`config.mk`:
```
export PLATFORM = sky130hd
export DESIGN_NAME = spi_mem_fsm
export DESIGN_NICKNAME = d
export VERILOG_FILES = /design/src/rtl/spi_mem_fsm.sv
export SDC_FILE = /design/constraint.sdc
export NUM_CORES = 1
export LEC_CHECK = 0
export CORE_MARGIN = 10
export CORE_UTILIZATION = 45
export DETAILED_ROUTE_END_ITERATION = 8
export PLACE_DENSITY = 0.82
export RECOVER_POWER = 100
export SLEW_MARGIN = 20
export SYNTH_ARGS = -nofsm -noshare
export SYNTH_HDL_FRONTEND = slang
export SYNTH_SLANG_ARGS = --single-unit
```
`constraint.sdc`:
```
create_clock -name clk -period 2.23 [get_ports clk]
set_clock_uncertainty 0.05 [all_clocks]
set_input_delay 0.446 -clock clk [delete_from_list [all_inputs] [get_ports clk]]
set_output_delay 0.446 -clock clk [all_outputs]
set_load 0.005 [all_outputs]
```
`src/rtl/spi_mem_fsm.sv`:
```
// -----------------------------------------------------------------------------
// spi_mem_fsm
//
// Control FSM for the SPI-slave memory path. It counts conditioned SCLK edges
// to frame an address + R/W header, then one or more data frames. It drives
// the strobes that latch the address, write memory, load the shift register
// and enable the MISO driver.
//
// Parameters
//   ADDR_BITS : address width; the header is ADDR_BITS+1 bits, R/W in the LSB
//   DATA_BITS : data frame length in bits
//   READ_LAT  : clk cycles (>= 1) spent in READ_WAIT before the load strobe
//   BURST_EN  : 1 = back-to-back data frames with auto-incremented address
//               while chip select stays asserted; 0 = one frame per select
//
// Ports
//   clk                 in   system clock, all logic on posedge
//   reset_n             in   synchronous active-low reset
//   cs_conditioned      in   conditioned chip select, 1 = deselected (abort)
//   peripheralClkEdge   in   one-clk pulse per SCLK sampling edge
//   parallelDataOut     in   shift-register parallel contents
//   Address_LatchEnable out  one-cycle strobe: header latched into mem_addr
//   writeEnableData     out  one-cycle memory write strobe
//   parallelLoad        out  one-cycle strobe: load memory data into shifter
//   MISO_buffer_EN      out  MISO tristate enable, high while read shifting
//   mem_addr            out  current transaction address (burst-incremented)
//   rw_flag             out  latched R/W bit, 1 = read
//   frame_done          out  one-cycle pulse at the end of every data frame
//
// All outputs are registered: a strobe decided while in state S is high
// during the clk cycle that follows S.
// -----------------------------------------------------------------------------
module spi_mem_fsm #(
  parameter int ADDR_BITS = 7,
  parameter int DATA_BITS = 8,
  parameter int READ_LAT  = 1,
  parameter bit BURST_EN  = 1'b1,
  localparam int PW = ((ADDR_BITS + 1) > DATA_BITS) ? (ADDR_BITS + 1) : DATA_BITS,
  localparam int CW = $clog2(PW + 1)
) (
  input  logic                 clk,
  input  logic                 reset_n,
  input  logic                 cs_conditioned,
  input  logic                 peripheralClkEdge,
  input  logic [PW-1:0]        parallelDataOut,
  output logic                 Address_LatchEnable,
  output logic                 writeEnableData,
  output logic                 parallelLoad,
  output logic                 MISO_buffer_EN,
  output logic [ADDR_BITS-1:0] mem_addr,
  output logic                 rw_flag,
  output logic                 frame_done
);

  // Wait counter only has to reach READ_LAT-1.
  localparam int WW = (READ_LAT > 1) ? $clog2(READ_LAT) : 1;

  localparam logic [CW-1:0]        HDR_LIM  = CW'(ADDR_BITS + 1);
  localparam logic [CW-1:0]        DAT_LIM  = CW'(DATA_BITS);
  localparam logic [CW-1:0]        CNT_ONE  = CW'(1);
  localparam logic [WW-1:0]        WAIT_LIM = WW'(READ_LAT - 1);
  localparam logic [WW-1:0]        WAIT_ONE = WW'(1);
  localparam logic [ADDR_BITS-1:0] ADDR_ONE = ADDR_BITS'(1);

  // Four-bit encoding leaves spare codes; any of them recovers to GET_ADDR.
  typedef enum logic [3:0] {
    GET_ADDR     = 4'd0,
    GOT_ADDR     = 4'd1,
    READ_WAIT    = 4'd2,
    READ_LOAD    = 4'd3,
    READ_SHIFT   = 4'd4,
    WRITE_SHIFT  = 4'd5,
    WRITE_COMMIT = 4'd6,
    HOLD         = 4'd7
  } state_t;

  state_t         state;
  logic [CW-1:0]  counter;
  logic [WW-1:0]  wait_cnt;
  // Burst write: the increment is deferred one cycle so the write strobe
  // sees the address of the frame it commits.
  logic           inc_pend;

  // Only the header bits are decoded here; wider data frames go straight
  // from the shift register to memory.
  logic           pdo_unused;
  assign pdo_unused = ^parallelDataOut;

  // Address increments wrap modulo 2^ADDR_BITS.
  function automatic logic [ADDR_BITS-1:0] addr_inc(input logic [ADDR_BITS-1:0] a);
    return a + ADDR_ONE;
  endfunction

  always_ff @(posedge clk) begin
    if (!reset_n) begin
      state               <= GET_ADDR;
      counter             <= '0;
      wait_cnt            <= '0;
      inc_pend            <= 1'b0;
      mem_addr            <= '0;
      rw_flag             <= 1'b0;
      Address_LatchEnable <= 1'b0;
      writeEnableData     <= 1'b0;
      parallelLoad        <= 1'b0;
      MISO_buffer_EN      <= 1'b0;
      frame_done          <= 1'b0;
    end else begin
      Address_LatchEnable <= 1'b0;
      writeEnableData     <= 1'b0;
      parallelLoad        <= 1'b0;
      MISO_buffer_EN      <= 1'b0;
      frame_done          <= 1'b0;

      if (cs_conditioned) begin
        // Deselect aborts from any state; address and R/W are kept.
        state    <= GET_ADDR;
        counter  <= '0;
        wait_cnt <= '0;
        inc_pend <= 1'b0;
      end else begin
        case (state)
          GET_ADDR: begin
            // Edges arriving once the limit is reached are dropped.
            if (counter == HDR_LIM) begin
              state <= GOT_ADDR;
            end else if (peripheralClkEdge) begin
              counter <= counter + CNT_ONE;
            end
          end

          GOT_ADDR: begin
            counter             <= '0;
            wait_cnt            <= '0;
            Address_LatchEnable <= 1'b1;
            mem_addr            <= parallelDataOut[ADDR_BITS:1];
            rw_flag             <= parallelDataOut[0];
            state               <= parallelDataOut[0] ? READ_WAIT : WRITE_SHIFT;
          end

          READ_WAIT: begin
            if (wait_cnt == WAIT_LIM) begin
              wait_cnt <= '0;
              state    <= READ_LOAD;
            end else begin
              wait_cnt <= wait_cnt + WAIT_ONE;
            end
          end

          READ_LOAD: begin
            parallelLoad <= 1'b1;
            state        <= READ_SHIFT;
          end

          READ_SHIFT: begin
            MISO_buffer_EN <= 1'b1;
            if (counter == DAT_LIM) begin
              frame_done <= 1'b1;
              counter    <= '0;
              if (BURST_EN) begin
                mem_addr <= addr_inc(mem_addr);
                state    <= READ_WAIT;
              end else begin
                state <= HOLD;
              end
            end else if (peripheralClkEdge) begin
              counter <= counter + CNT_ONE;
            end
          end

          WRITE_SHIFT: begin
            if (inc_pend) begin
              mem_addr <= addr_inc(mem_addr);
              inc_pend <= 1'b0;
            end
            if (counter == DAT_LIM) begin
              state <= WRITE_COMMIT;
            end else if (peripheralClkEdge) begin
              counter <= counter + CNT_ONE;
            end
          end

          WRITE_COMMIT: begin
            writeEnableData <= 1'b1;
            frame_done      <= 1'b1;
            counter         <= '0;
            if (BURST_EN) begin
              inc_pend <= 1'b1;
              state    <= WRITE_SHIFT;
            end else begin
              state <= HOLD;
            end
          end

          HOLD: begin
            // Parked until chip select is released.
          end

          default: begin
            state    <= GET_ADDR;
            counter  <= '0;
            wait_cnt <= '0;
            inc_pend <= 1'b0;
          end
        endcase
      end
    end
  end

endmodule

```
* After elaboration in Yosys (flattened, before gate mapping)
Cells that the tools add are included.
Storage, ports and cells: output and inout port bits 13, bits of input ports 12, bits in registers 23, logic and storage cells 65
Cells by class: eq/ne operators 14, multiplexer cells 22, reductions and logical operators 11, bitwise logic cells 4, $add $sub $neg 3
Operators by type and width (count):
- $pmux 4 s8 | 1
- $mux 4 | 7
- $pmux 7 s3 | 1
- $eq 4x3->1 const B | 4
- $mux 7 | 2
- $ne 2x2->1 const B | 6
- $pmux 4 s3 | 1
- $reduce_or 6->1 | 2
- $eq 4x2->1 const B | 2
- $add 7x1->7 const B | 1
- $mux 1 | 6
- $pmux 1 s2 | 3
- $reduce_and 5->1 | 1
- $add 4x1->4 const B | 1
- $eq 4x1->1 const B | 1
- $eq 4x4->1 const B | 1
- $logic_not 4->1 | 1
- $not 1->1 | 4
- $reduce_and 2->1 | 2
- $reduce_and 4->1 | 1
- $reduce_or 2->1 | 2
- $mux 3 | 1
- $reduce_bool 3->1 | 1
- $reduce_or 3->1 | 1
- $add 1x1->1 const B | 1

* Depth between registers and ports, before layout
word-level depth 4, depth in mapped cells 7, mapped depth without buffers 6

* Least setup slack after synthesis
Ideal clock, no wire load.
path type flip-flop to flip-flop, from reg counter[0], to reg mem_addr[1], data required time 2061 ps, path buffers 1, data arrival time 1427 ps, cell stages (with the launch flop) 8, setup slack 633 ps, cells stage by stage dfxtp_1 inv_1 ha_1 and3b_1 a32oi_1 buf_2 mux2i_1 nor2_1
Between the ends: cells in the longest elaborated chain, start to end 3
Ends and longest elaborated chain:
- start, declared | line 78 | logic [CW-1:0] counter;
- start signal, assigned | line 127 | counter <= counter + CNT_ONE;
- start signal, assigned | line 166 | counter <= counter + CNT_ONE;
- start signal, assigned | line 178 | counter <= counter + CNT_ONE;
- $eq 4x4->1 | line 156 | if (counter == DAT_LIM) begin
- $ne 2x2->1 (no source line)
- $reduce_and 4->1 (no source line)
- end signal, assigned | line 135 | mem_addr <= parallelDataOut[ADDR_BITS:1];
- end signal, assigned | line 160 | mem_addr <= addr_inc(mem_addr);
- end signal, assigned | line 172 | mem_addr <= addr_inc(mem_addr);
- end, declared | line 50 | output logic [ADDR_BITS-1:0] mem_addr,
No other way between the ends. A chain may end at the register's enable or synchronous reset.

* Final worst setup path
from in cs_conditioned, to reg mem_addr[0]
Between the ends: cells in the longest elaborated chain, start to end 2
Ends and longest elaborated chain:
- start, declared | line 43 | input logic cs_conditioned,
- $not 1->1 (no source line)
- $reduce_and 4->1 (no source line)
No other way between the ends.

==> results.tsv <==
stage	metric	value	unit
run_status	status	complete, no violations	
floorplanning	dieArea	4755	µm²
detailed_routing	wirelength	2641	µm
sta	slew-limit-headroom	63.83	%
power_and_ir_drop	p_per_area	462.2	nW/µm²
worst_hold_path	min_to	mem_addr[6]$_SDFFE_PN0P_	
sta	tightest_slew	541.8	ps
detailed_routing	drtIter0Drc	76	
floorplanning	top_level_ports	25	
cts	htree_num_levels	1	
final_layout	finalNetCount	168	
final_layout	final_common_cell	dfxtp_1	
detailed_routing	drc	0	
global_route	grt-ovfl-total	0	
worst_setup_path	r2r-end	mem_addr[1]$_SDFFE_PN0P_	
power_and_ir_drop	p_int	0.0004688	W
sta	period_minus_slack	1976	ps
final_layout	area_growth	23.90	%
worst_setup_path	cp.arrival	2180	ps
power_and_ir_drop	clkPwrFrac	31.8	%
placement	place.gp.congestion	0.8110	
floorplanning	die_h	68.96	µm
worst_hold_path	min_path_cells	2	
worst_hold_path	hold_path_startpoint	mem_addr[6]$_SDFFE_PN0P_	
floorplanning	initial_core_util	47.84	%
detailed_routing	routed_via_density	5.561	
cts	cts_resized	0	
sta	setup_violations	0	
final_layout	mostFrequentLayoutCells	dfxtp_1, nor2_1, dlygate4sd3_1, a21oi_1	
floorplanning	rows	17	
global_route	grt_pass1_wl	4464	µm
cts	cts_tree	done	
sta	rsz0062_at_grt	false	
final_layout	post-route-util	59.27	%
cts	cts.sinks	21	
power_and_ir_drop	seqPwrFrac	61.1	%
synth	seq_area_frac_synth	38.98	%
synth	avgSynthCellArea	8.426	µm²
worst_setup_path	cp-end-kind	flip-flop	
cts	cts_buffer_depth	2	
synth	yosysUniqueCellTypes	38	
synth	ys_seq_elements	21	
floorplanning	dieWidth	68.96	µm
power_and_ir_drop	p_comb_share	7.1	%
worst_setup_path	crit_path_start_kind	input pin	
cts	clk_pin_slew	120	ps
cts	clock_latency	320	ps
global_route	antenna_found_initial	0	
global_route	grt_max_degree	18	
cts	numCtsBuffers	3	
synth	synth_nets	143	
floorplanning	coreArea	2255	µm²
worst_setup_path	cp_max_fo	13	
worst_setup_path	r2r-start	state[1]$_SDFFE_PP0P_	
worst_setup_path	rrSetupSlack	310	ps
global_route	grt.total_usage	11.98	%
worst_setup_path	worst-endpoint-required	2430	ps
worst_hold_path	hold_path_class	reg -> reg	
sta	fin_tns_setup	0	ps
detailed_routing	dr.pass1.iters	4	
worst_setup_path	reg2reg_depth	4	
worst_setup_path	worstSetupPathType	in -> reg	
synth	netlist_area	1079	µm²
synth	yosysWarnings	0	
cts	ctsHoldBuffers	0	
global_route	grt_pass1_vias	998	
placement	post-place-ws	90.49	ps
cts	post_cts_buffers	0	
power_and_ir_drop	leakage	0.5182	nW
final_layout	drive_above_1_share	5.921	%
detailed_routing	ant_nets	0	
power_and_ir_drop	power.switching	0.0001487	W
power_and_ir_drop	swShare	24.08	%
power_and_ir_drop	irDropWorstVdd	0.2809	mV
synth	synth_cells	128	
placement	dp_hpwl	1950	µm
sta	hold_viol	0	
detailed_routing	wl_per_cell	14.67	µm
placement	io_buffers	24	
sta	maxSlewViolCount	0	
detailed_routing	vias	1001	
cts	ctsRootBufferMaster	clkbuf_4	
sta	post-route-period-util	88.60	%
flow_run	drv_cap	0	
sta	fmax	506.1	MHz
final_layout	antenna_cells	0	
sta	fin_ws	254.3	ps
-- metrics by stage --
stage	cells	hold slack, ps	cell area, µm²	power [W]
2_1_floorplan	128	416.8	1079	0.0004021
3_5_place_dp	176	426.3	1329	0.0004306
6_report	180	442.5	1336	0.0006176
5_1_grt	180	482.2	1336	0.0006401
3_3_place_gp	176	421.3	1329	0.0004289
4_1_cts	180	447.8	1356	0.0006220
-- routing by layer --
metal  GRT usage [%]  wire [µm]  vias up
met5               0          0        -
met4           5.172         47        0
met3           3.060        162        6
met2           20.89       1328       24
met1           13.41       1103      464
li1                -          -      507
-- synth_stat cells, drive strengths merged --
master	number	area [µm²]
mux2	1	11.26
nand3	3	15.01
dfxtp	21	420.4
inv	5	18.77
o32ai	1	8.760
mux2i	4	40.04
o22ai	2	12.51
nor2	14	52.55
nand2	10	37.54
nor4	2	12.51
or3	4	25.02
nand3b	1	7.510
nand2b	4	32.53
clkbuf	2	7.510
a211o	1	8.760
nor4b	1	15.01
xor2	1	8.760
or3b	1	8.760
nor3b	1	7.510
a32oi	1	8.760
a21oi	13	65.06
xnor2	1	8.760
ha	3	37.54
nor2b	4	25.02
o31ai	1	7.510
a31oi	1	6.260
o211ai	3	22.52
and3b	1	8.760
nor3	6	30.03
or2	1	6.260
o221ai	1	15.01
buf	4	32.53
or2b	1	7.510
o221a	1	11.26
o21ai	7	35.03
-- power by group through the flow --
stage / Clock [W] / Sequential, W / Combinational, W
global placement: 0 / 0.000386 / 0.0000432
CTS: 0.000200 / 0.000377 / 0.0000450
detailed placement: 0 / 0.000386 / 0.0000448
floorplan: 0 / 0.000386 / 0.0000165
finish: 0.000196 / 0.000377 / 0.0000438
global route: 0.000214 / 0.000378 / 0.0000486
-- how the worst max path moves through the flow --
stage	endpoint	start	cells past startpoint	slack [ps]
floorplan	mem_addr[1]$_SDFFE_PN0P_	counter[0]$_SDFFE_PP0P_	7	630
global placement	mem_addr[0]$_SDFFE_PN0P_	cs_conditioned	6	180
detailed placement	mem_addr[0]$_SDFFE_PN0P_	cs_conditioned	6	90
CTS	mem_addr[0]$_SDFFE_PN0P_	counter[0]$_SDFFE_PP0P_	7	380
global route	mem_addr[0]$_SDFFE_PN0P_	cs_conditioned	6	150
finish	mem_addr[0]$_SDFFE_PN0P_	cs_conditioned	6	250
-- flip-flops by register name, indices dropped and copies added (netlist names) --
signal / count
Address_LatchEnable: 1
MISO_buffer_EN: 1
mem_addr: 7
state: 3
frame_done: 1
parallelLoad: 1
counter: 4
inc_pend: 1
rw_flag: 1
writeEnableData: 1
-- area by class of cell --
class | count | area [µm²]
clock buffers | 3 | 22.52
clock inverters | 1 | 5.005
fillers | 224 | 918.4
inverters | 5 | 18.77
multi-input cells | 96 | 579.3
flip-flops and latches | 21 | 420.4
well taps | 28 | 35.03
repair buffers | 26 | 255.2
-- critical path: stages --
cell	delay [ps]
dlygate4sd3_1	610
nor4b_1	270
a32oi_1	100
buf_4	210
or3b_1	370
a31oi_1	180
-- cell families after synthesis --
family	after synthesis	share of synthesized area, %
simple gates	54	27.03
buf+inv	11	5.453
compound gates	32	18.68
xor+xnor	2	1.624
flops	21	38.98
fa+ha+maj	3	3.481
mux	5	4.756
(Power assumes the default switching activity.)
